**src/rtl/if_fetch_unit_if.sv**
```systemverilog
// Instruction-memory request/response bus between the fetch stage and memory.
interface if_fetch_unit_if;
  logic        IMem_req;
  logic [31:0] IMem_addr;
  logic        IMem_gnt;
  logic        IMem_rvalid;
  logic [31:0] IMem_rdata;

  modport master (
    output IMem_req,
    output IMem_addr,
    input  IMem_gnt,
    input  IMem_rvalid,
    input  IMem_rdata
  );

  modport slave (
    input  IMem_req,
    input  IMem_addr,
    output IMem_gnt,
    output IMem_rvalid,
    output IMem_rdata
  );
endinterface

```
**src/rtl/if_fetch_unit.sv**
```systemverilog
// RV32I instruction fetch stage: sequential word fetch with a credit limit,
// an in-order response buffer, a stallable IF->ID output register, and
// redirect handling that flushes the buffer and drops in-flight responses.
module if_fetch_unit #(
  parameter logic [31:0] RESET_PC    = 32'h0000_0000,
  parameter int          FETCH_DEPTH = 2
) (
  input  logic                   Clk,
  input  logic                   Reset_n,
  if_fetch_unit_if.master        imem,
  input  logic                   Redirect_en,
  input  logic [31:0]            Redirect_PC,
  input  logic                   ID_Stall,
  output logic                   IF_valid,
  output logic [31:0]            IF_PC,
  output logic [31:0]            IF_Instruction,
  output logic                   IF_misaligned
);

  localparam int          AW  = $clog2(FETCH_DEPTH);
  localparam int          CW  = AW + 1;
  localparam int          SW  = CW + 1;
  localparam logic [31:0] NOP = 32'h0000_0013;

  logic [31:0]   fetch_pc_q, fetch_pc_d;
  logic [31:0]   rsp_pc_q, rsp_pc_d;
  logic [CW-1:0] outstanding_q, outstanding_d;
  logic [CW-1:0] discard_q, discard_d;
  logic [31:0]   buf_pc_q [FETCH_DEPTH];
  logic [31:0]   buf_pc_d [FETCH_DEPTH];
  logic [31:0]   buf_instr_q [FETCH_DEPTH];
  logic [31:0]   buf_instr_d [FETCH_DEPTH];
  logic [AW-1:0] rd_ptr_q, rd_ptr_d;
  logic [AW-1:0] wr_ptr_q, wr_ptr_d;
  logic [CW-1:0] buf_count_q, buf_count_d;
  logic          if_valid_q, if_valid_d;
  logic [31:0]   if_pc_q, if_pc_d;
  logic [31:0]   if_instr_q, if_instr_d;
  logic          misaligned_q, misaligned_d;

  logic          credit_ok;
  logic          req;
  logic          grant;
  logic          rsp_drop;
  logic          rsp_take;
  logic          loadable;
  logic          buf_empty;
  logic          pop;
  logic          bypass;
  logic          push;
  logic [31:0]   redirect_aligned;

  // Handshake decode: credit check, response classification, buffer/bypass routing.
  always_comb begin
    credit_ok        = ({1'b0, outstanding_q} + {1'b0, buf_count_q}) < SW'(FETCH_DEPTH);
    req              = Reset_n & ~Redirect_en & credit_ok;
    grant            = req & imem.IMem_gnt;
    rsp_drop         = imem.IMem_rvalid & (discard_q != '0);
    rsp_take         = imem.IMem_rvalid & (discard_q == '0) & ~Redirect_en;
    loadable         = ~if_valid_q | ~ID_Stall;
    buf_empty        = (buf_count_q == '0);
    pop              = loadable & ~buf_empty;
    bypass           = loadable & buf_empty & rsp_take;
    push             = rsp_take & ~bypass;
    redirect_aligned = {Redirect_PC[31:2], 2'b00};
  end

  assign imem.IMem_req  = req;
  assign imem.IMem_addr = fetch_pc_q;

  // Next-state for PCs, counters, buffer and output register; redirect wins last.
  always_comb begin
    fetch_pc_d    = fetch_pc_q;
    rsp_pc_d      = rsp_pc_q;
    outstanding_d = outstanding_q + CW'(grant) - CW'(imem.IMem_rvalid);
    discard_d     = discard_q;
    buf_pc_d      = buf_pc_q;
    buf_instr_d   = buf_instr_q;
    rd_ptr_d      = rd_ptr_q;
    wr_ptr_d      = wr_ptr_q;
    buf_count_d   = buf_count_q + CW'(push) - CW'(pop);
    if_valid_d    = if_valid_q;
    if_pc_d       = if_pc_q;
    if_instr_d    = if_instr_q;
    misaligned_d  = Redirect_en & (Redirect_PC[1:0] != 2'b00);

    if (grant) begin
      fetch_pc_d = fetch_pc_q + 32'd4;
    end
    if (rsp_drop) begin
      discard_d = discard_q - CW'(1);
    end
    if (rsp_take) begin
      rsp_pc_d = rsp_pc_q + 32'd4;
    end
    if (push) begin
      buf_pc_d[wr_ptr_q]    = rsp_pc_q;
      buf_instr_d[wr_ptr_q] = imem.IMem_rdata;
      wr_ptr_d              = wr_ptr_q + AW'(1);
    end
    if (pop) begin
      rd_ptr_d = rd_ptr_q + AW'(1);
    end
    if (loadable) begin
      if (pop) begin
        if_valid_d = 1'b1;
        if_pc_d    = buf_pc_q[rd_ptr_q];
        if_instr_d = buf_instr_q[rd_ptr_q];
      end else if (bypass) begin
        if_valid_d = 1'b1;
        if_pc_d    = rsp_pc_q;
        if_instr_d = imem.IMem_rdata;
      end else begin
        if_valid_d = 1'b0;
        if_instr_d = NOP;
      end
    end

    if (Redirect_en) begin
      fetch_pc_d    = redirect_aligned;
      rsp_pc_d      = redirect_aligned;
      outstanding_d = outstanding_q - CW'(imem.IMem_rvalid);
      discard_d     = outstanding_q - CW'(imem.IMem_rvalid);
      rd_ptr_d      = '0;
      wr_ptr_d      = '0;
      buf_count_d   = '0;
      if_valid_d    = 1'b0;
      if_instr_d    = NOP;
    end
  end

  // State registers with synchronous active-low reset.
  always_ff @(posedge Clk) begin
    if (!Reset_n) begin
      fetch_pc_q    <= RESET_PC;
      rsp_pc_q      <= RESET_PC;
      outstanding_q <= '0;
      discard_q     <= '0;
      for (int i = 0; i < FETCH_DEPTH; i++) begin
        buf_pc_q[i]    <= '0;
        buf_instr_q[i] <= '0;
      end
      rd_ptr_q      <= '0;
      wr_ptr_q      <= '0;
      buf_count_q   <= '0;
      if_valid_q    <= 1'b0;
      if_pc_q       <= '0;
      if_instr_q    <= NOP;
      misaligned_q  <= 1'b0;
    end else begin
      fetch_pc_q    <= fetch_pc_d;
      rsp_pc_q      <= rsp_pc_d;
      outstanding_q <= outstanding_d;
      discard_q     <= discard_d;
      buf_pc_q      <= buf_pc_d;
      buf_instr_q   <= buf_instr_d;
      rd_ptr_q      <= rd_ptr_d;
      wr_ptr_q      <= wr_ptr_d;
      buf_count_q   <= buf_count_d;
      if_valid_q    <= if_valid_d;
      if_pc_q       <= if_pc_d;
      if_instr_q    <= if_instr_d;
      misaligned_q  <= misaligned_d;
    end
  end

  assign IF_valid       = if_valid_q;
  assign IF_PC          = if_pc_q;
  assign IF_Instruction = if_instr_q;
  assign IF_misaligned  = misaligned_q;

  a_no_overflow : assert property (@(posedge Clk) disable iff (!Reset_n)
    !(push && !pop && (buf_count_q == CW'(FETCH_DEPTH))));
  a_no_outstanding_underflow : assert property (@(posedge Clk) disable iff (!Reset_n)
    !(imem.IMem_rvalid && (outstanding_q == '0)));
  a_discard_bounded : assert property (@(posedge Clk) disable iff (!Reset_n)
    discard_q <= outstanding_q);

endmodule

```
**src/flat_wrapper.sv**
```systemverilog
// flat-port wrapper written by rule: the top's interface ports become plain ports
module if_fetch_unit_flat 
#(
  parameter logic [31:0] RESET_PC    = 32'h0000_0000,
  parameter int          FETCH_DEPTH = 2
)
  (Clk, Reset_n, Redirect_en, Redirect_PC, ID_Stall, IF_valid, IF_PC, IF_Instruction, IF_misaligned, imem_IMem_req, imem_IMem_addr, imem_IMem_gnt, imem_IMem_rvalid, imem_IMem_rdata);
  if_fetch_unit_if imem_i ();
  input  logic Clk;
  input  logic Reset_n;
  input  logic Redirect_en;
  input  logic [31:0] Redirect_PC;
  input  logic ID_Stall;
  output logic IF_valid;
  output logic [31:0] IF_PC;
  output logic [31:0] IF_Instruction;
  output logic IF_misaligned;
  output wire logic [$bits(imem_i.IMem_req)-1:0] imem_IMem_req;
  output wire logic [$bits(imem_i.IMem_addr)-1:0] imem_IMem_addr;
  input wire logic [$bits(imem_i.IMem_gnt)-1:0] imem_IMem_gnt;
  input wire logic [$bits(imem_i.IMem_rvalid)-1:0] imem_IMem_rvalid;
  input wire logic [$bits(imem_i.IMem_rdata)-1:0] imem_IMem_rdata;
  assign imem_IMem_req = imem_i.IMem_req;
  assign imem_IMem_addr = imem_i.IMem_addr;
  assign imem_i.IMem_gnt = imem_IMem_gnt;
  assign imem_i.IMem_rvalid = imem_IMem_rvalid;
  assign imem_i.IMem_rdata = imem_IMem_rdata;
  if_fetch_unit #(.RESET_PC(RESET_PC), .FETCH_DEPTH(FETCH_DEPTH)) u_core (.Clk(Clk), .Reset_n(Reset_n), .imem(imem_i), .Redirect_en(Redirect_en), .Redirect_PC(Redirect_PC), .ID_Stall(ID_Stall), .IF_valid(IF_valid), .IF_PC(IF_PC), .IF_Instruction(IF_Instruction), .IF_misaligned(IF_misaligned));
endmodule
```
**config.mk**
```make
export PLATFORM = sky130hd
export DESIGN_NAME = if_fetch_unit_flat
export DESIGN_NICKNAME = d
export VERILOG_FILES = /design/src/rtl/if_fetch_unit_if.sv /design/src/rtl/if_fetch_unit.sv /design/src/flat_wrapper.sv
export SDC_FILE = /design/constraint.sdc
export NUM_CORES = 1
export LEC_CHECK = 0
export BUFFER_PORTS_ARGS = -buffer_cell sky130_fd_sc_hd__buf_4
export CAP_MARGIN = 5
export CORE_ASPECT_RATIO = 0.6
export CORE_MARGIN = 8
export CORE_UTILIZATION = 50
export CTS_CLUSTER_DIAMETER = 40
export CTS_CLUSTER_SIZE = 24
export DETAILED_ROUTE_END_ITERATION = 7
export PLACE_DENSITY = 0.73
export SLEW_MARGIN = 20
export SYNTH_ARGS = -nofsm -noshare
export SYNTH_HDL_FRONTEND = slang
export SYNTH_SLANG_ARGS = --single-unit
```
**constraint.sdc**
```tcl
create_clock -name Clk -period 3.2 [get_ports Clk]
set_input_delay 0.16 -clock Clk [delete_from_list [all_inputs] [get_ports Clk]]
set_output_delay 0.16 -clock Clk [all_outputs]
set_load 0.005 [all_outputs]
```
---- Yosys cells after proc, flatten, opt, wreduce, memory -nomap -nowiden ----
Cells that the tools add are included.
cells by class
  muxes and demuxes ....................... 23
  $lt $le $gt $ge ......................... 4
  add/subtract/negate cells ............... 11
  reductions and logical operators ........ 11
  bitwise logic cells ..................... 20
operators with widths
  cell                   count
  $mux 32                15
  $bwmux 64              2
  $add 32x3->32 const B  2
  $demux 32 s1           1
  $reduce_bool 2->1      6
  $and 1x1->1            11
  $mux 2                 3
  $not 1->1              6
  $sub 2x1->2            3
  $add 2x1->2            2
  $ge 2x2->1 const B     2
  $logic_not 2->1        2
  $not 1->2              2
  $add 2x2->3            1
  $lt 3x2->1 const B     1
  $add 1x1->1 const B    2
  $lt 2x1->1 const B     1
  $mux 1                 2
  $reduce_and 2->1       1
  $reduce_or 2->1        1
  $sub 2x1->2 const B    1
  $logic_and 1x1->1      1
  $or 1x1->1             1
storage, ports and cells
  register bits ........................... 266
  input port bits ......................... 70
  output and inout bits ................... 99

---- Longest topological paths before layout ----
Gate-level depths: netlist of the first run.
  depth after elaboration ................. 8
  gate-level depth with buffers ........... 11
  depth with buffers taken out ............ 10

---- Worst setup path before layout of the first run ----
OpenSTA, ideal clock, no wires.
  path type ............................... reg-to-reg
  from .................................... register u_core.buf_count_q[0]
  to ...................................... register u_core.fetch_pc_q[22], in the netlist u_core.imem.IMem_addr[22]
  required time ........................... 3.068 ns
  arrival time ............................ 2.093 ns
  period minus slack after synthesis ...... 2.225 ns
  path buffers ............................ 1
  setup time .............................. 0.132 ns
  setup slack ............................. 0.975 ns
  cell stages (with the launch flop) ...... 10
  cells stage by stage .................... dfxtp_1 -> inv_1 -> nor2_1 -> fa_1 -> nor4bb_1 -> buf_2 -> nand2_1 -> nor4_1 -> xnor2_1 -> a21oi_1
between the ends
  cells in the longest elaborated chain, start to end .. 5
ends and longest elaborated chain
  element                             RTL line              source
  start: declaration                  if_fetch_unit.sv:35   logic [CW-1:0] buf_count_q, buf_count_d;
  start signal: assignment            if_fetch_unit.sv:159  buf_count_q <= buf_count_d;
  $add 2x2->3                         if_fetch_unit.sv:55   credit_ok = ({1'b0, outstanding_q} + {1'b0, buf_count_q}) < SW'(FETCH_DEPTH);
  $lt 3x2->1                          if_fetch_unit.sv:55
  $and 1x1->1                         if_fetch_unit.sv:56   req = Reset_n & ~Redirect_en & credit_ok;
  $and 1x1->1                         if_fetch_unit.sv:57   grant = req & imem.IMem_gnt;
  $reduce_bool 2->1 (no source line)  --
  end signal: assignment              if_fetch_unit.sv:151  fetch_pc_q <= fetch_pc_d;
  end: declaration                    if_fetch_unit.sv:25   logic [31:0] fetch_pc_q, fetch_pc_d;
Every way passes these cells.
A chain may end at the register's enable or synchronous reset.

---- Worst setup path after layout of the first run ----
  from .................................... register u_core.buf_count_q[0]
  to ...................................... register u_core.outstanding_q[0]
between the ends
  cells in the longest elaborated chain, start to end .. 7
ends and longest elaborated chain
  element                 RTL line              source
  $add 2x2->3             if_fetch_unit.sv:55
  $lt 3x2->1              if_fetch_unit.sv:55
  $and 1x1->1             if_fetch_unit.sv:56
  $and 1x1->1             if_fetch_unit.sv:57
  $add 2x1->2             if_fetch_unit.sv:75   outstanding_d = outstanding_q + CW'(grant) - CW'(imem.IMem_rvalid);
  $sub 2x1->2             if_fetch_unit.sv:75
  $mux 2                  if_fetch_unit.sv:119  if (Redirect_en) begin
  end signal: assignment  if_fetch_unit.sv:153  outstanding_q <= outstanding_d;
  end: declaration        if_fetch_unit.sv:27   logic [CW-1:0] outstanding_q, outstanding_d;
Every way passes these cells.

==> results of run 1 <==
## metrics by stage
stage / utilization, % / worst slack, ps / power (mW)
after floorplan: - / 975 / 3.76
after global routing: 63.6 / 190 / 7.31
after CTS: 63.6 / 504 / 7.09
after global placement: 57.7 / 591 / 4.05
after detailed placement: 57.7 / 538 / 4.06
final: 63.6 / 463 / 7.05
## power groups by stage
stage | sequential [mW] | combinational (mW) | clock, mW
3_5_place_dp | 3.47 | 0.592 | 0
2_1_floorplan | 3.42 | 0.340 | 0
5_1_grt | 3.41 | 0.706 | 3.19
4_1_cts | 3.40 | 0.643 | 3.05
3_3_place_gp | 3.47 | 0.585 | 0
6_report | 3.40 | 0.649 | 3.00
## registers in the layout, summed over array words and instances, names as in the netlist
signal	cells
u_core.rsp_pc_q	30
u_core.IF_Instruction	32
u_core.outstanding_q	2
u_core.wr_ptr_q	1
u_core.buf_count_q	2
u_core.rd_ptr_q	1
u_core.buf_pc_q	60
u_core.IF_PC	30
u_core.buf_instr_q	64
u_core.IF_misaligned	1
u_core.IF_valid	1
u_core.imem.IMem_addr	30
u_core.discard_q	2
## logic make-up (layout without fill, tap and decap cells)
kind of cell / count (synthesis) / in the layout / share of synthesized area, %
other: 1 / 5 / 0.0330
AND/OR/NAND/NOR: 559 / 559 / 21.8
adder cells (fa/ha/maj): 8 / 8 / 0.946
XOR/XNOR: 53 / 53 / 4.08
flip-flops: 256 / 256 / 45.1
AO/OA/AOI/OAI: 331 / 331 / 17.2
buffers and inverters: 136 / 297 / 4.98
multiplexers: 63 / 63 / 5.86
## cells in the mapped netlist, types with 3 or more instances
library cell	instances
a211oi_1	7
a21oi_1	194
a221oi_1	30
a22oi_1	5
a31oi_1	5
and2_1	5
and3_1	11
and4_1	3
buf_2	23
buf_4	5
clkbuf_1	87
dfxtp_1	256
ha_1	7
inv_1	16
mux2_2	29
mux2i_1	34
nand2_1	346
nand3_1	28
nand4_1	26
nor2_1	72
nor3_1	39
nor4_1	6
nor4_2	8
o211ai_1	35
o21a_1	3
o21ai_0	28
o22ai_1	8
or2_2	4
xnor2_1	31
xor2_1	22
## worst max-delay path: cells and delay by family (launching register included)
family / cells / cell delay, ps
and+or+nand+nor: 4 / 790
adders and majority gates: 2 / 760
buffers and inverters: 3 / 580
DFF: 1 / 340
muxes: 1 / 140
## metal layers
metal	wire length [um]	vias up	global-route usage, %
met5	0	-	0
met4	595	0	5.03
met3	2910	49	4.20
met2	13500	434	31.8
met1	16700	4937	35.9
li1	-	5175	-
## final timing paths
check	startpoint	cells past startpoint	slack (ps)	endpoint
worst min register to register	u_core.buf_instr_q[19]	2	450	u_core.buf_instr_q[19]
worst max register to register	u_core.buf_count_q[0]	10	460	u_core.outstanding_q[0]
worst min-delay path	Redirect_PC[18]	3	30	u_core.rsp_pc_q[18]
worst max-delay path	u_core.buf_count_q[0]	10	460	u_core.outstanding_q[0]
## area by class of cell
class                   count  area, sq um
fillers                  1917         8070
multi-input cells        1018         5730
flip-flops and latches    256         5130
repair buffers            233         1950
clock buffers              28          657
well taps                 308          385
clock inverters            18          185
inverters                  18         70.1
diodes                      1         2.50
## repair_timing
item / CTS / global route
resized for setup: 0 / 0
endpoints found under the hold margin: 114 / 0
hold buffers: 47 / 0
==> impl_metrics.toml, run 1 <==
[status]
status = "finished, final reports clean"

[timing]
slew_headroom_pct = 47.7
fmax_mhz = 365
period_needed_ps = 2740
rsz0062_at_grt = "false"
finalSetupTns_ps = 0
finalHoldViolCount = 0
worstMarginPinSlew_ps = 778
finalClockSkew_ps = 29.1
hold_slack_ps = 26.0
drv_slew = 0
post-route-period-util_pct = 85.5
finalSetupViolCount = 0

[pwr]
pwr_density_cell_mw_per_mm2 = 500
switchingPower_mw = 1.91
peakVddDrop_uv = 398
clock_power_share_pct = 42.5
netSwitchingFraction_pct = 27.1
power_leakage_nw = 5.03
p_int_mw = 5.14
seqPwrFrac_pct = 48.3
p_comb_share_pct = 9.2

[finish]
nets = 1630
final_common_cell = "nand2_1"
drive_above_1_share_pct = 18.3
area_growth_pct = 24.0
fin_cells = 1880
postLayoutCellArea_sq_mm = 0.0141
final_cell_mix = "345 x nand2_1, 255 x dfxtp_1, 194 x a21oi_1"

[setup_path]
end_kind = "register"
crit_chain = "inv_1 > nor2_1 > fa_1 > nor4bb_1 > buf_4 > nand2_1 > clkinv_1 > ha_1 > mux2i_1 > nor2_1"
max_stage_delay_ps = 480
cp.required_ps = 3610
arrival_ps = 3140
cp_max_fo = 13
critPathKind = "reg2reg"
cp_common_cell = "nor2_1"
startpoint_type = "register"
cpMaxStageDelayCell = "fa_1"

[clock_network]
clock-sinks = 256
cts_buffers = 25
cts_tree = "done"
htree_levels = 1
post_cts_buffers = 0
cts.clk_slew.worst_paths_ps = 70
insertion_delay_ps = 540
clock_path_buffers = 3
cts_root_buf = "clkbuf_16"

[global_routing]
grt_usage_pct = 23.0
antenna_found_initial = 1
grt-ovfl-total = 0
grt_pass1_wl_um = 53900
grt_max_degree = 103
grt_pass1_vias = 9932

[detailed_routing]
via_count = 10600
first_pass_iters = 7
drc = 0
wl_per_cell_um = 17.9
drt_iter0_markers = 1289
drt-total-wl_um = 33700
ant_nets = 0
viasPerCell = 5.64

[min_path]
hp-class = "in2reg"

[floorplanning]
die_x_um = 211
row_count = 42
initial_core_util_pct = 51.3
die_h_um = 133
coreArea_sq_mm = 0.0222
num_io_pins = 169
die_area_sq_mm = 0.0280

[run]
maxCapViolCount = 0

[yosys]
yosys.area.top_type_share_pct = 45.1
synthCells = 1407
yosysWarnings = 0
syn-cell-area_sq_mm = 0.0114
avgSynthCellArea_sq_um = 8.09
ys_ff_latch = 256
synth_seq_area_share_pct = 45.1
synth-main-ff-cell = "dfxtp_1"
synth_area_leaders = "dfxtp_1 45%, nand2_1 11%, a21oi_1 8.5%, mux2i_1 3.0%, clkbuf_1 2.9%"
yosysUniqueCellTypes = 58
netlist.top_cell.by_area = "dfxtp_1"
synth_edf_count = 0
async_flop_share_pct = 0

[place]
dp_hpwl_um = 22200
dpl.cell_count = 1786
gp_congestion = 0.914
post_dp_cell_area_sq_mm = 0.0128
io_buffers = 164
No activity file was read; power rests on OpenSTA's default activity.
==> run 2, diff against run 1 <==
--- a/config.mk
+++ b/config.mk
@@ -5,6 +5,7 @@
 export SDC_FILE = /design/constraint.sdc
 export NUM_CORES = 1
 export LEC_CHECK = 0
+export ABC_AREA = 1
 export BUFFER_PORTS_ARGS = -buffer_cell sky130_fd_sc_hd__buf_4
 export CAP_MARGIN = 5
 export CORE_ASPECT_RATIO = 0.6
@@ -14,7 +15,7 @@
 export CTS_CLUSTER_SIZE = 24
 export DETAILED_ROUTE_END_ITERATION = 7
 export PLACE_DENSITY = 0.73
-export SLEW_MARGIN = 20
+export SLEW_MARGIN = 25
 export SYNTH_ARGS = -nofsm -noshare
 export SYNTH_HDL_FRONTEND = slang
 export SYNTH_SLANG_ARGS = --single-unit
==> run 2 against run 1 <==
Compared with the run above: register-to-register slack improved by 230 ps; worst setup slack better by 230 ps; global-route usage rose by 1.8 points; critical path type unchanged; largest cell class unchanged.
==> impl_metrics.toml, run 2 <==
[status]
status = "finished, final reports clean"

[timing]
drv_slew = 0
rsz0062_at_grt = "false"
finalClockSkew_ps = 24.5
fmax_mhz = 400
hold_slack_ps = 27.4
finalSetupTns_ps = 0
setup_ws_ps = 697
slew_headroom_pct = 33.9
finalHoldViolCount = 0
post-route-period-util_pct = 78.2
finalSetupViolCount = 0
worstMarginPinSlew_ps = 991
period_needed_ps = 2500

[setup_path]
crit_start = "u_core.discard_q[0]"
critPathKind = "reg2reg"
end_kind = "register"
arrival_ps = 2900
cp.required_ps = 3600
crit_end = "u_core.buf_instr_q[4]"
rr_worst_depth = 9
r2r_slack_ps = 700
cp_max_fo = 39
startpoint_type = "register"
r2r-end = "u_core.buf_instr_q[4]"
r2r-start = "u_core.discard_q[0]"

[clock_network]
cts_tree = "done"
clock-sinks = 256
cts_root_buf = "clkbuf_16"
htree_levels = 1
insertion_delay_ps = 560
clock_path_buffers = 3
cts.clk_slew.worst_paths_ps = 70
cts_buffers = 28
cts_resized = 0

[yosys]
yosys.area.top_type_share_pct = 42.7
synth_common_cells = "434 x nand2_1, 256 x dfxtp_1, 232 x o21ai_0, 171 x inv_1, 145 x nor2_1"
synth_edf_count = 0
yosysUniqueCellTypes = 41
synth_area_leaders = "dfxtp_1 43%, nand2_1 14%, o21ai_0 9.7%, a21oi_1 5.6%, inv_1 5.3%"
syn-cell-area_sq_mm = 0.0120
yosysMostFrequentCell = "nand2_1"
avgSynthCellArea_sq_um = 6.89
synthCells = 1744
ys_ff_latch = 256
async_flop_share_pct = 0
netlist.top_cell.by_area = "dfxtp_1"
synth_seq_area_share_pct = 42.7
synth-main-ff-cell = "dfxtp_1"
yosysWarnings = 0

[finish]
area_growth_pct = 24.1
drive_above_1_share_pct = 14.0
diodes = 0
largest-register = "u_core.buf_instr_q"
fillers = 2150
final_util_pct = 62.4
final_common_cell = "nand2_1"
nets = 1982
largest_reg_flops = 64
postLayoutCellArea_sq_mm = 0.0149
fin_cells = 2248
final_cell_mix = "433 x nand2_1, 255 x dfxtp_1, 232 x o21ai_0"

[floorplanning]
initial_core_util_pct = 50.3
die_h_um = 136
die_area_sq_mm = 0.0294
die_x_um = 216
row_count = 44
num_io_pins = 169
coreArea_sq_mm = 0.0239

[pwr]
power_leakage_nw = 5.91
peakVddDrop_uv = 321
switchingPower_mw = 2.08
p_int_mw = 5.69
seqPwrFrac_pct = 44.2
power.total_mw = 7.77
pwr_density_cell_mw_per_mm2 = 521
netSwitchingFraction_pct = 26.7
p_comb_share_pct = 10.1
clock_power_share_pct = 45.7

[min_path]
hp-class = "in2reg"
hold_depth = 3

[detailed_routing]
via_count = 12100
drt-total-wl_um = 38000
wl_per_cell_um = 16.9
viasPerCell = 5.38
wl_met2_um = 15600
ant_nets = 0
drc = 0
top_layer = "met4"
first_pass_iters = 8
drt_iter0_markers = 1175
m1WireLength_um = 18000
met3_length_um = 3690

[place]
dp_hpwl_um = 25800
post_dp_cell_area_sq_mm = 0.0133
io_buffers = 164
dpl.cell_count = 2140
place_worst_setup_slack_ps = 744
gp_congestion = 0.962

[global_routing]
antenna_found_initial = 0
grt_pass1_vias = 11000
grt_usage_pct = 24.8
grt_max_degree = 116
grt_pass1_wl_um = 60200
grt-ovfl-total = 0

[run]
maxCapViolCount = 0
==> run 2: cell count changes after synthesis, sizes merged, moves of 30 or more <==
cell    before  now
a21oi      194  135
nor3        39    8
inv         17  177
nand2      346  439
a221oi      30    0
nor2        72  162
o21ai       30  262
mux2i       34    0
clkbuf      88   55
o211ai      35    1
a31oi        5   82
==> run 2: layout make-up <==
| cell class | instances | area, sq um | share of cell area (%) |
|---|---|---|---|
| tap | 322 | 403 | 2.70 |
| inverter | 178 | 668 | 4.48 |
| sequential | 256 | 5130 | 34.4 |
| multi-input combinational | 1203 | 5710 | 38.3 |
| timing repair buffer | 237 | 1960 | 13.1 |
| clock inverter | 22 | 303 | 2.03 |
| clock buffer | 30 | 729 | 4.90 |
==> run 2: cell families after synthesis <==
family          synth area share [%]
other cells                   0.0312
flops                           42.7
fa+ha+maj                      0.896
simple gates                    23.5
compound gates                  21.1
buf+inv                         9.91
xor+xnor                        1.82
==> run 2: per-layer routing <==
layer	vias to the layer above	GRT usage (%)
met1	5549	36.6
met4	0	5.91
li1	6012	-
met2	487	35.2
met3	52	6.64
met5	-	0
==> run 2: worst max-delay path, stage by stage, from the launching register on <==
cell and delay (ps):
dfxtp_1 310, inv_1 70, ha_1 200, nand2_2 140, nor2_8 370, nand2_4 110, nor2_4 390, inv_2 410
o21ai_0 270, a21oi_1 50
==> run 2: worst min-delay path by stage <==
stage / startpoint / end
after CTS: Redirect_PC[15] / u_core.rsp_pc_q[15]
final: Redirect_PC[5] / u_core.rsp_pc_q[5]
after global placement: Redirect_PC[0] / u_core.IF_misaligned
after detailed placement: Redirect_PC[0] / u_core.IF_misaligned
after floorplan: Redirect_PC[19] / u_core.imem.IMem_addr[19]
after global routing: Redirect_PC[5] / u_core.rsp_pc_q[5]
==> run 2: power groups by stage <==
stage | combinational (mW) | clock, mW | sequential (mW)
3_5_place_dp | 0.716 | 0 | 3.50
4_1_cts | 0.774 | 3.60 | 3.43
3_3_place_gp | 0.703 | 0 | 3.50
2_1_floorplan | 0.402 | 0 | 3.46
5_1_grt | 0.863 | 3.74 | 3.45
6_report | 0.781 | 3.55 | 3.43
==> run 2: repair_timing <==
action / CTS / global route
setup buffers: 0 / 0
hold buffers: 56 / 0
hold endpoints to repair: 130 / 0
==> run 3, diff against run 2 <==
--- a/config.mk
+++ b/config.mk
@@ -14,7 +14,7 @@
 export CTS_CLUSTER_DIAMETER = 40
 export CTS_CLUSTER_SIZE = 24
 export DETAILED_ROUTE_END_ITERATION = 7
-export PLACE_DENSITY = 0.73
+export PLACE_DENSITY = 0.76
 export SLEW_MARGIN = 25
 export SYNTH_ARGS = -nofsm -noshare
 export SYNTH_HDL_FRONTEND = slang
==> constraint.sdc (replaced) <==
create_clock -name Clk -period 2.05 [get_ports Clk]
set_input_delay 0.1025 -clock Clk [delete_from_list [all_inputs] [get_ports Clk]]
set_output_delay 0.1025 -clock Clk [all_outputs]
set_load 0.005 [all_outputs]
==> run 3 against run 2 <==
Compared with the run above: critical path depth rose by 1; worst setup slack got worse by 670 ps; cell count rose by 1.6%; non-clock buffer count rose by 36; design area rose by 2.7%; critical endpoint is now u_core.imem.IMem_addr[7]; die area did not move; utilization rose by 1.7 points.
==> impl_metrics.toml, run 3 (synthesized netlist as in run 2, its figures left out) <==
[status]
status = "finished, final reports clean"

[detailed_routing]
drt-total-wl_um = 38900
first_pass_iters = 6
drt_iter0_markers = 1295
drc = 0
viasPerCell = 5.49
via_count = 12500
ant_nets = 0
wl_per_cell_um = 17.0

[floorplanning]
initial_core_util_pct = 50.3
die_h_um = 136
num_io_pins = 169
coreArea_sq_mm = 0.0239
die_area_sq_mm = 0.0294
row_count = 44
die_x_um = 216

[pwr]
power_leakage_nw = 6.11
netSwitchingFraction_pct = 27.8
p_int_mw = 8.69
peakVddDrop_uv = 557
pwr_density_cell_mw_per_mm2 = 786
switchingPower_mw = 3.34
seqPwrFrac_pct = 44.4
clock_power_share_pct = 44.5
p_comb_share_pct = 11.1

[global_routing]
grt_usage_pct = 25.3
grt_pass1_wl_um = 61300
grt_max_degree = 98
grt_pass1_vias = 11300
antenna_found_initial = 0
grt-ovfl-total = 0

[timing]
fmax_mhz = 495
worstMarginPinSlew_ps = 622
slew_headroom_pct = 58.6
post-route-period-util_pct = 98.5
rsz0062_at_grt = "true"
finalSetupViolCount = 0
finalHoldViolCount = 0
drv_slew = 0
hold_slack_ps = 17.3
finalClockSkew_ps = 15.3
period_needed_ps = 2020

[clock_network]
insertion_delay_ps = 540
cts.clk_slew.worst_paths_ps = 80
cts_root_buf = "clkbuf_16"
clock-sinks = 256
htree_levels = 1
cts_tree = "done"
clock_path_buffers = 3
cts_buffers = 28

[finish]
drive_above_1_share_pct = 15.7
fin_cells = 2285
multi_input_area_sq_mm = 0.00575
final_cell_mix = "432 x nand2_1, 252 x dfxtp_1, 232 x o21ai_0"
largest_reg_flops = 64
final_common_cell = "nand2_1"
postLayoutCellArea_sq_mm = 0.0153
final_util_pct = 64.0
largest-register = "u_core.buf_instr_q"
diodes = 0
area_growth_pct = 27.4
seqCellArea_sq_mm = 0.00513
fillers = 2135
nets = 2019

[setup_path]
end_kind = "register"
cp_num_buf_inv = 2
cpMaxStageDelayCell = "fa_1"
startpoint_type = "register"
crit_chain = "nand2_2 > inv_2 > fa_1 > nor2_4 > nand3_4 > nand2_4 > buf_8 > o21ai_0 > a21oi_1 > nor2_1"
critPathKind = "reg2reg"
arrival_ps = 2430
cpLargestDelayFamily = "simple AND/OR/NAND/NOR gates"
cp.required_ps = 2460
max_stage_delay_ps = 490
cp_max_fo = 10

[place]
post_dp_cell_area_sq_mm = 0.0136
dp_hpwl_um = 26500
gp_congestion = 0.946
io_buffers = 164
dpl.cell_count = 2164

[run]
maxCapViolCount = 0

[min_path]
hp-class = "in2reg"
-- run 3: final timing paths --
path / startpoint / to / slack [ps] / cells after the start
setup / recovery: u_core.outstanding_q[0] / u_core.imem.IMem_addr[7] / 30 / 10
hold / removal: Redirect_PC[31] / u_core.rsp_pc_q[31] / 20 / 5
setup reg to reg: u_core.outstanding_q[0] / u_core.imem.IMem_addr[7] / 30 / 10
hold reg to reg: u_core.buf_pc_q[38] / u_core.buf_pc_q[38] / 450 / 2
-- run 3: power groups by stage --
stage               registers (mW)  logic [mW]  clock network, mW
floorplan                     5.40       0.630                  0
global placement              5.44        1.17                  0
detailed placement            5.44        1.20                  0
CTS                           5.33        1.30               5.41
global route                  5.36        1.46               5.63
finish                        5.34        1.33               5.35
-- run 3: cell type report --
cell class | instances | area share [%]
tap | 322 | 2.63
multi-input combinational | 1204 | 37.5
inverter | 178 | 4.40
clock buffer | 32 | 4.95
clock inverter | 20 | 1.66
timing repair buffer | 273 | 15.3
sequential | 256 | 33.5
-- run 3: repair_timing --
item	CTS	global route
hold buffers	62	0
setup endpoints to repair	0	19
setup buffers	0	6
gates resized for setup	0	15
hold endpoints to repair	162	0
-- run 3: worst reg2reg max path: stages (launching register included) --
cell,delay [ps]
dfxtp_2,330
nand2_2,70
inv_2,40
fa_1,490
nor2_4,200
nand3_4,190
nand2_4,120
buf_8,140
o21ai_0,110
a21oi_1,170
nor2_1,50
-- run 3: metrics by stage --
step           setup slack (ps)  setup TNS, ps  power [mW]
3_3_place_gp                159              0        6.61
2_1_floorplan              14.8              0        6.03
5_1_grt                   -38.6           -261        12.5
4_1_cts                    11.1              0        12.0
6_report                   30.3              0        12.0
3_5_place_dp               25.5              0        6.64
-- run 3: per-layer routing --
metal | share of wire (%) | vias to the layer above | track usage (%)
li1 | - | 6079 | -
met1 | 45 | 5800 | 36.7
met2 | 43 | 597 | 38.0
met3 | 10 | 59 | 5.96
met4 | 1.5 | 0 | 4.98
met5 | 0 | - | 0
